### src/rtl/pix_readout_packer_pkg.sv
// Shared definitions for the 12-bit pixel readout packer: FSM encoding,
// packed-group lengths, count-width helper and the byte-lane selector.
package pix_readout_packer_pkg;

    typedef enum logic [2:0] {
        ST_IDLE    = 3'd0,
        ST_FETCH0  = 3'd1,
        ST_FETCH1  = 3'd2,
        ST_EMIT    = 3'd3,
        ST_TRAILER = 3'd4,
        ST_DONE    = 3'd5
    } state_e;

    // A full pixel pair packs into three bytes; a lone final pixel into two.
    localparam logic [1:0] GROUP_LEN_FULL = 2'd3;
    localparam logic [1:0] GROUP_LEN_LONE = 2'd2;

    localparam int IMAGE_WIDTH_MAX_DEFAULT  = 256;
    localparam int IMAGE_HEIGHT_MAX_DEFAULT = 256;

    function automatic int reg_width(input int value);
        return $clog2(value + 1);
    endfunction

    localparam int COUNT_WIDTH_DEFAULT =
        reg_width(IMAGE_WIDTH_MAX_DEFAULT * IMAGE_HEIGHT_MAX_DEFAULT);

    function automatic logic [7:0] pack_byte(input logic [11:0] p0,
                                             input logic [11:0] p1,
                                             input logic [1:0]  idx,
                                             input logic        lone);
        logic [7:0] b;
        case (idx)
            2'd0:    b = p0[7:0];
            2'd1:    b = lone ? {4'h0, p0[11:8]} : {p1[3:0], p0[11:8]};
            2'd2:    b = p1[11:4];
            default: b = 8'h00;
        endcase
        return b;
    endfunction

endpackage

### src/rtl/pix_readout_packer_if.sv
// Command, upstream readout, downstream byte stream and status signals of the packer.
interface pix_readout_packer_if
    import pix_readout_packer_pkg::*;
#(
    parameter int CountWidth = COUNT_WIDTH_DEFAULT
) ();

    logic                  cmd_start;
    logic [CountWidth-1:0] cmd_pixelCount;
    logic                  cmd_abort;
    logic                  readout_ready;
    logic                  readout_trigger;
    logic [15:0]           readout_data;
    logic                  out_ready;
    logic                  out_trigger;
    logic [7:0]            out_data;
    logic                  status_busy;
    logic                  status_done;

    modport slave (
        input  cmd_start, cmd_pixelCount, cmd_abort,
        input  readout_ready, readout_data, out_trigger,
        output readout_trigger, out_ready, out_data, status_busy, status_done
    );

    modport master (
        output cmd_start, cmd_pixelCount, cmd_abort,
        output readout_ready, readout_data, out_trigger,
        input  readout_trigger, out_ready, out_data, status_busy, status_done
    );

endinterface

### src/rtl/pix_readout_packer_checksum.sv
// 16-bit wrapping byte accumulator for the trailer; only instantiated when
// PIX_READOUT_PACKER_CHECKSUM_EN is defined.
module pix_readout_packer_checksum (
    input  logic        clk,
    input  logic        rst_,
    input  logic        clear_i,
    input  logic        add_i,
    input  logic [7:0]  byte_i,
    output logic [15:0] sum_o
);

    logic [15:0] sum_q;
    logic [15:0] sum_d;

    // Clear wins over add so a new frame always starts from zero.
    always_comb begin
        if (clear_i) begin
            sum_d = 16'h0000;
        end else if (add_i) begin
            sum_d = sum_q + {8'h00, byte_i};
        end else begin
            sum_d = sum_q;
        end
    end

    // Accumulator register.
    always_ff @(posedge clk or negedge rst_) begin
        if (!rst_) begin
            sum_q <= 16'h0000;
        end else begin
            sum_q <= sum_d;
        end
    end

    assign sum_o = sum_q;

endmodule

### src/rtl/pix_readout_packer.sv
// Packs 12-bit pixel pairs from the readout port into 3-byte groups on a byte stream.
// Optional checksum trailer enabled by PIX_READOUT_PACKER_CHECKSUM_EN.
module pix_readout_packer
    import pix_readout_packer_pkg::*;
#(
    parameter int ImageWidthMax  = 256,
    parameter int ImageHeightMax = 256
) (
    input  logic                clk,
    input  logic                rst_,
    pix_readout_packer_if.slave bus
);

    localparam int CountWidth = reg_width(ImageWidthMax * ImageHeightMax);
    localparam logic [CountWidth-1:0] CntZero = {CountWidth{1'b0}};
    localparam logic [CountWidth-1:0] CntOne  = {{(CountWidth-1){1'b0}}, 1'b1};

`ifdef PIX_READOUT_PACKER_CHECKSUM_EN
    localparam state_e AfterPixels = ST_TRAILER;
`else
    localparam state_e AfterPixels = ST_DONE;
`endif

    state_e                state_q, state_d;
    logic [CountWidth-1:0] remaining_q, remaining_d;
    logic [11:0]           p0_q, p0_d;
    logic [11:0]           p1_q, p1_d;
    logic [1:0]            last_len_q, last_len_d;
    logic [1:0]            idx_q, idx_d;
    logic                  out_ready_q, out_ready_d;
    logic [7:0]            out_data_q, out_data_d;
    logic                  busy_q, busy_d;
    logic                  done_q, done_d;

    logic                  start_s;
    logic                  rd_xfer_s;
    logic                  out_xfer_s;
    logic                  last_byte_s;
    logic                  emitting_s;
    logic [1:0]            sel_idx_s;
    logic [7:0]            emit_byte_s;
    logic                  unused_data_hi_s;

    assign start_s          = (state_q == ST_IDLE) && bus.cmd_start && !bus.cmd_abort;
    assign bus.readout_trigger = (state_q == ST_FETCH0) || (state_q == ST_FETCH1);
    assign rd_xfer_s        = bus.readout_ready && bus.readout_trigger;
    assign out_xfer_s       = out_ready_q && bus.out_trigger;
    assign last_byte_s      = (idx_q == (last_len_q - 2'd1));
    assign unused_data_hi_s = ^bus.readout_data[15:12];

    // While a byte is presented, the next one to load is idx+1.
    assign sel_idx_s = out_ready_q ? (idx_q + 2'd1) : idx_q;

`ifdef PIX_READOUT_PACKER_CHECKSUM_EN
    logic [15:0] sum_s;

    pix_readout_packer_checksum u_checksum (
        .clk     (clk),
        .rst_    (rst_),
        .clear_i (start_s),
        .add_i   (out_xfer_s && (state_q == ST_EMIT)),
        .byte_i  (out_data_q),
        .sum_o   (sum_s)
    );

    assign emitting_s  = (state_q == ST_EMIT) || (state_q == ST_TRAILER);
    assign emit_byte_s = (state_q == ST_TRAILER)
                       ? (sel_idx_s[0] ? sum_s[15:8] : sum_s[7:0])
                       : pack_byte(p0_q, p1_q, sel_idx_s, last_len_q == GROUP_LEN_LONE);
`else
    assign emitting_s  = (state_q == ST_EMIT);
    assign emit_byte_s = pack_byte(p0_q, p1_q, sel_idx_s, last_len_q == GROUP_LEN_LONE);
`endif

    // FSM state register.
    always_ff @(posedge clk or negedge rst_) begin
        if (!rst_) begin
            state_q <= ST_IDLE;
        end else begin
            state_q <= state_d;
        end
    end

    // FSM next state; abort overrides every transition.
    always_comb begin
        state_d = state_q;
        if (bus.cmd_abort) begin
            state_d = ST_IDLE;
        end else begin
            case (state_q)
                ST_IDLE: begin
                    if (start_s) begin
                        state_d = (bus.cmd_pixelCount == CntZero) ? AfterPixels : ST_FETCH0;
                    end else begin
                        state_d = ST_IDLE;
                    end
                end
                ST_FETCH0: begin
                    if (rd_xfer_s) begin
                        state_d = (remaining_q == CntOne) ? ST_EMIT : ST_FETCH1;
                    end else begin
                        state_d = ST_FETCH0;
                    end
                end
                ST_FETCH1: begin
                    if (rd_xfer_s) begin
                        state_d = ST_EMIT;
                    end else begin
                        state_d = ST_FETCH1;
                    end
                end
                ST_EMIT: begin
                    if (out_xfer_s && last_byte_s) begin
                        state_d = (remaining_q != CntZero) ? ST_FETCH0 : AfterPixels;
                    end else begin
                        state_d = ST_EMIT;
                    end
                end
`ifdef PIX_READOUT_PACKER_CHECKSUM_EN
                ST_TRAILER: begin
                    if (out_xfer_s && last_byte_s) begin
                        state_d = ST_DONE;
                    end else begin
                        state_d = ST_TRAILER;
                    end
                end
`endif
                ST_DONE: state_d = ST_IDLE;
                default: state_d = ST_IDLE;
            endcase
        end
    end

    // Datapath and output next values: pixel capture, byte sequencing, status.
    always_comb begin
        remaining_d = remaining_q;
        p0_d        = p0_q;
        p1_d        = p1_q;
        last_len_d  = last_len_q;
        idx_d       = idx_q;
        out_ready_d = out_ready_q;
        out_data_d  = out_data_q;
        busy_d      = (state_d != ST_IDLE);
        done_d      = (state_q == ST_DONE) && !bus.cmd_abort;
        if (bus.cmd_abort) begin
            out_ready_d = 1'b0;
            idx_d       = 2'd0;
        end else if (emitting_s) begin
            if (!out_ready_q) begin
                out_ready_d = 1'b1;
                out_data_d  = emit_byte_s;
            end else if (out_xfer_s) begin
                if (last_byte_s) begin
                    out_ready_d = 1'b0;
                    idx_d       = 2'd0;
                    // A following trailer is two bytes long.
                    last_len_d  = GROUP_LEN_LONE;
                end else begin
                    idx_d      = idx_q + 2'd1;
                    out_data_d = emit_byte_s;
                end
            end else begin
                out_ready_d = out_ready_q;
            end
        end else begin
            case (state_q)
                ST_IDLE: begin
                    if (start_s) begin
                        remaining_d = bus.cmd_pixelCount;
                        last_len_d  = GROUP_LEN_LONE;
                        idx_d       = 2'd0;
                    end else begin
                        remaining_d = remaining_q;
                    end
                end
                ST_FETCH0: begin
                    if (rd_xfer_s) begin
                        p0_d        = bus.readout_data[11:0];
                        remaining_d = remaining_q - CntOne;
                        last_len_d  = GROUP_LEN_LONE;
                        idx_d       = 2'd0;
                    end else begin
                        p0_d = p0_q;
                    end
                end
                ST_FETCH1: begin
                    if (rd_xfer_s) begin
                        p1_d        = bus.readout_data[11:0];
                        remaining_d = remaining_q - CntOne;
                        last_len_d  = GROUP_LEN_FULL;
                        idx_d       = 2'd0;
                    end else begin
                        p1_d = p1_q;
                    end
                end
                default: begin
                    idx_d = idx_q;
                end
            endcase
        end
    end

    // Datapath and registered output flops.
    always_ff @(posedge clk or negedge rst_) begin
        if (!rst_) begin
            remaining_q <= CntZero;
            p0_q        <= 12'h000;
            p1_q        <= 12'h000;
            last_len_q  <= 2'd0;
            idx_q       <= 2'd0;
            out_ready_q <= 1'b0;
            out_data_q  <= 8'h00;
            busy_q      <= 1'b0;
            done_q      <= 1'b0;
        end else begin
            remaining_q <= remaining_d;
            p0_q        <= p0_d;
            p1_q        <= p1_d;
            last_len_q  <= last_len_d;
            idx_q       <= idx_d;
            out_ready_q <= out_ready_d;
            out_data_q  <= out_data_d;
            busy_q      <= busy_d;
            done_q      <= done_d;
        end
    end

    assign bus.out_ready   = out_ready_q;
    assign bus.out_data    = out_data_q;
    assign bus.status_busy = busy_q;
    assign bus.status_done = done_q;

endmodule

### src/flat_wrapper.sv
// flat-port wrapper written by rule: the top's interface ports become plain ports
module pix_readout_packer_flat import pix_readout_packer_pkg::*;
#(
    parameter int ImageWidthMax  = 256,
    parameter int ImageHeightMax = 256
)
  (clk, rst_, bus_cmd_start, bus_cmd_pixelCount, bus_cmd_abort, bus_readout_ready, bus_readout_data, bus_out_trigger, bus_readout_trigger, bus_out_ready, bus_out_data, bus_status_busy, bus_status_done);
  pix_readout_packer_if bus_i ();
  input  logic clk;
  input  logic rst_;
  input wire logic [$bits(bus_i.cmd_start)-1:0] bus_cmd_start;
  input wire logic [$bits(bus_i.cmd_pixelCount)-1:0] bus_cmd_pixelCount;
  input wire logic [$bits(bus_i.cmd_abort)-1:0] bus_cmd_abort;
  input wire logic [$bits(bus_i.readout_ready)-1:0] bus_readout_ready;
  input wire logic [$bits(bus_i.readout_data)-1:0] bus_readout_data;
  input wire logic [$bits(bus_i.out_trigger)-1:0] bus_out_trigger;
  output wire logic [$bits(bus_i.readout_trigger)-1:0] bus_readout_trigger;
  output wire logic [$bits(bus_i.out_ready)-1:0] bus_out_ready;
  output wire logic [$bits(bus_i.out_data)-1:0] bus_out_data;
  output wire logic [$bits(bus_i.status_busy)-1:0] bus_status_busy;
  output wire logic [$bits(bus_i.status_done)-1:0] bus_status_done;
  assign bus_i.cmd_start = bus_cmd_start;
  assign bus_i.cmd_pixelCount = bus_cmd_pixelCount;
  assign bus_i.cmd_abort = bus_cmd_abort;
  assign bus_i.readout_ready = bus_readout_ready;
  assign bus_i.readout_data = bus_readout_data;
  assign bus_i.out_trigger = bus_out_trigger;
  assign bus_readout_trigger = bus_i.readout_trigger;
  assign bus_out_ready = bus_i.out_ready;
  assign bus_out_data = bus_i.out_data;
  assign bus_status_busy = bus_i.status_busy;
  assign bus_status_done = bus_i.status_done;
  pix_readout_packer #(.ImageWidthMax(ImageWidthMax), .ImageHeightMax(ImageHeightMax)) u_core (.clk(clk), .rst_(rst_), .bus(bus_i));
endmodule
### config.mk
export PLATFORM = sky130hd
export DESIGN_NAME = pix_readout_packer_flat
export DESIGN_NICKNAME = d
export VERILOG_FILES = /design/src/rtl/pix_readout_packer_pkg.sv /design/src/rtl/pix_readout_packer_if.sv /design/src/rtl/pix_readout_packer_checksum.sv /design/src/rtl/pix_readout_packer.sv /design/src/flat_wrapper.sv
export SDC_FILE = /design/constraint.sdc
export NUM_CORES = 1
export LEC_CHECK = 0
export CELL_PAD_IN_SITES_DETAIL_PLACEMENT = 0
export CELL_PAD_IN_SITES_GLOBAL_PLACEMENT = 1
export CORE_MARGIN = 8
export CORE_UTILIZATION = 45
export DETAILED_ROUTE_END_ITERATION = 8
export GPL_TIMING_DRIVEN = 0
export HOLD_SLACK_MARGIN = 0.15
export PLACE_DENSITY = 0.91
export SYNTH_ARGS = -nofsm -noshare
export SYNTH_HDL_FRONTEND = slang
export SYNTH_SLANG_ARGS = --single-unit
### constraint.sdc
create_clock -name clk -period 6.2 [get_ports clk]
set_input_delay 0.62 -clock clk [delete_from_list [all_inputs] [get_ports clk]]
set_output_delay 0.62 -clock clk [all_outputs]
set_load 0.02 [all_outputs]
==> metrics.txt <==
Syn Nets=370; GRT overflow=0; quantity of gates resized following cts=0; Initial DRC Count=roughly 260; Core Util, Final=0.592; clock skew=12.8 ps; setup TNS=0 ps; synthesized area=~0.0032 mm2; Pins Over Slew Limit=0; Hold Buf Count CTS=0; number of global-route vias before repair=between 2,000 and 3,000; DP HPWL=about 6600 um; synth warn=0; # fillers=620; Final Hold Violating Endpoints=0; CTS Buf Count=9; Pre-antenna DRT Iters=5; initial antenna violation count=0; Port Buf Inserts=46; Worst-path clk slew=80 ps; Post-synth EDFFs=0; CTS tree=built; number of clock sinks=59; worst min path class=in2async; fin crit share=0.486; via count=2,911; # setup viols final=0; Seq/Total Area, Yosys=0.461; Worst setup EP type=output port; CORE AREA=between 0.006 and 0.007 mm2; startpoint types=flop; CTS H-tree depth=3; Worst-Skew Late Latency=350 ps; asr flop ratio synth=1.00; drt via density=~6; P per Cell Area=approximately 350 mW/mm2; synth unique cells=55; leakage=between 1.5 and 2 nW; Worst Path Max Fanout=10; Die Span X=around 100 um; share of layout cells above drive strength 1=0.154; Area growth, synth to finish=26.3%; Detailed Route WL=8950 um; Final Cell Area=just over 0.004 mm2; die height=100 um; Main synth FF type=dfrtp_1; multi-input logic area=approximately 0.0016 mm2; largest net degree at the start of global routing=38; Root Buffer=clkbuf_8; ANT nets after route=0; initial core utilization=0.468; die footprint=0.0101 mm2; CTS max path bufs=2; Row Count=30; Peak supply drop=0.000268 V; # Max-Cap Violations=0; gpl congestion=~0.9; worst rel slew slack=0.470; reg2reg setup slack=3670 ps; RSZ-0062 raised after global routing=no; worst path arrival time=between 2000 and 2500 ps; Avg Inst Size Synth=about 10 um2; critical path type=reg2out; number of synthesized register bits=59; outcome=completed; fin nets=around 430; Global Route Usage Sum=0.188; top achievable clock speed=332 MHz; I/O pin count=51; post-route minimum period=3020 ps; Post-CTS Repair Setup Buffers=0; FF/Latch Area=about 0.0015 mm2; synthesized instance count=327; Antenna Cells=0; placed cell areas=about 0.0038 mm2; first-pass GRT wire length=14,800 um; DRC viols=0; CP Data Required Time=roughly 5600 ps; Routed WL per cell=18.4 um; Slew @ Worst Pin=~800 ps
-- cell families (layout without fill, tap and decap cells) --
| family | Yosys count | count (layout) | share of synthesized area |
|---|---|---|---|
| compound gates | 98 | 98 | 0.208 |
| fa+ha+maj | 4 | 4 | 0.0156 |
| simple gates | 109 | 109 | 0.177 |
| flops | 59 | 59 | 0.461 |
| xor+xnor | 4 | 4 | 0.0110 |
| mux | 27 | 27 | 0.0946 |
| buf+inv | 26 | 89 | 0.0321 |
-- power breakdown --
part | switching [W] | internal, W | total, W
Clock | 0.000172 | 0.000270 | 0.000441
Combinational | 0.000187 | 0.000183 | 0.000370
Sequential | 0.0000999 | 0.000495 | 0.000595
Total | 0.000459 | 0.000948 | 0.00141
-- synth_stat cells, types with 2 or more instances --
master     instances  area [um2]
a21oi_1           28         140
a221oi_1           6        52.6
a222oi_1           3        30.0
a22oi_1            7        52.6
a31o_2             2        17.5
a31oi_1            3        18.8
and2_1             2        12.5
buf_2              4        20.0
clkbuf_1          12        45.0
dfrtp_1           59        1480
ha_1               4        50.1
inv_1              9        33.8
mux2_2            26         293
nand2_1           16        60.1
nand2b_1           6        37.5
nand3_1           10        50.1
nand4_1            3        18.8
nor2_1            30         113
nor3_1            12        60.1
nor3b_1            3        22.5
nor4_1            10        62.6
o211ai_1           2        15.0
o21a_1             3        22.5
o21ai_0           18        90.1
o221ai_1           4        35.0
o2bb2ai_1          3        26.3
o31a_1             2        17.5
o31ai_1            3        22.5
o32ai_1            2        17.5
or2_2              5        31.3
or3_1              3        18.8
or4_4              2        22.5
xor2_1             3        26.3
-- cell usage in the layout, fill, tap and decap left out, types with 3 or more instances in the layout --
master            n
clkdlybuf4s50_1  45
nand3_1          10
a21oi_1          28
nand4_1           3
nor4_1           10
o21ai_0          18
xor2_1            3
mux2_2           26
clkbuf_1         12
a22oi_1           7
clkbuf_8          9
nor2_1           30
dfrtp_1          59
nor3_1           12
nand2b_1          6
o221ai_1          4
a221oi_1          6
or2_2             5
o2bb2ai_1         3
a222oi_1          3
nor3b_1           3
o31ai_1           3
bufinv_16         3
nand2_1          16
buf_2             5
inv_1             9
or3_1             3
a31oi_1           3
o21a_1            3
ha_1              4
-- layout make-up --
cell class	instances	area share
multi-input combinational	242	0.401
sequential	59	0.365
timing repair buffer	47	0.118
clock buffer	9	0.0307
clock inverter	7	0.0303
tap	96	0.0297
buffer	16	0.0161
inverter	10	0.00929
-- state kept, by name, indices dropped and copies added, names as in the netlist --
name and cells:
u_core.bus.out_data 8, u_core.remaining_q 17, u_core.p0_q 12, u_core.p1_q 12
u_core.bus.status_busy 1, u_core.idx_q 2, u_core.last_len_q 2, u_core.state_q 3
u_core.bus.status_done 1, u_core.bus.out_ready 1
-- final timing paths --
path	cells after the start	start	end
max	6	u_core.state_q[0]	bus_readout_trigger
min in group clk	1	u_core.last_len_q[1]	u_core.last_len_q[1]
max in group asynchronous	2	rst_	u_core.p0_q[6]
max reg2reg	7	u_core.last_len_q[0]	u_core.bus.out_data[4]
min reg2reg	1	u_core.last_len_q[1]	u_core.last_len_q[1]
min	1	rst_	u_core.remaining_q[0]
-- metal layers --
| metal | part of all wire | wire, um | global-route usage |
|---|---|---|---|
| met5 | 0 | 0 | 0 |
| met4 | 0.031 | 280 | 0.103 |
| met3 | 0.063 | 565 | 0.0436 |
| met2 | 0.46 | 4100 | 0.293 |
| met1 | 0.45 | 4010 | 0.235 |
-- critical path, stage by stage (launching register included) --
cell and delay (ps):
dfrtp_1 410, xor2_1 180, nand2b_1 70, clkbuf_1 230
clkinv_1 290, clkbuf_1 270, clkdlybuf4s50_1 590
-- per-stage QoR --
| stage | hold WS [ps] | setup slack (ps) | power (W) | cells |
|---|---|---|---|---|
| 3_5_place_dp | 475 | 3180 | 0.000966 | 470 |
| 3_3_place_gp | 457 | 2670 | 0.000952 | 469 |
| 5_1_grt | 306 | 3080 | 0.00148 | 486 |
| 4_1_cts | 278 | 3170 | 0.00141 | 486 |
| 2_1_floorplan | 324 | 4170 | 0.000813 | 327 |
| 6_report | 259 | 3180 | 0.00141 | 486 |
(Power assumes the default switching activity.)
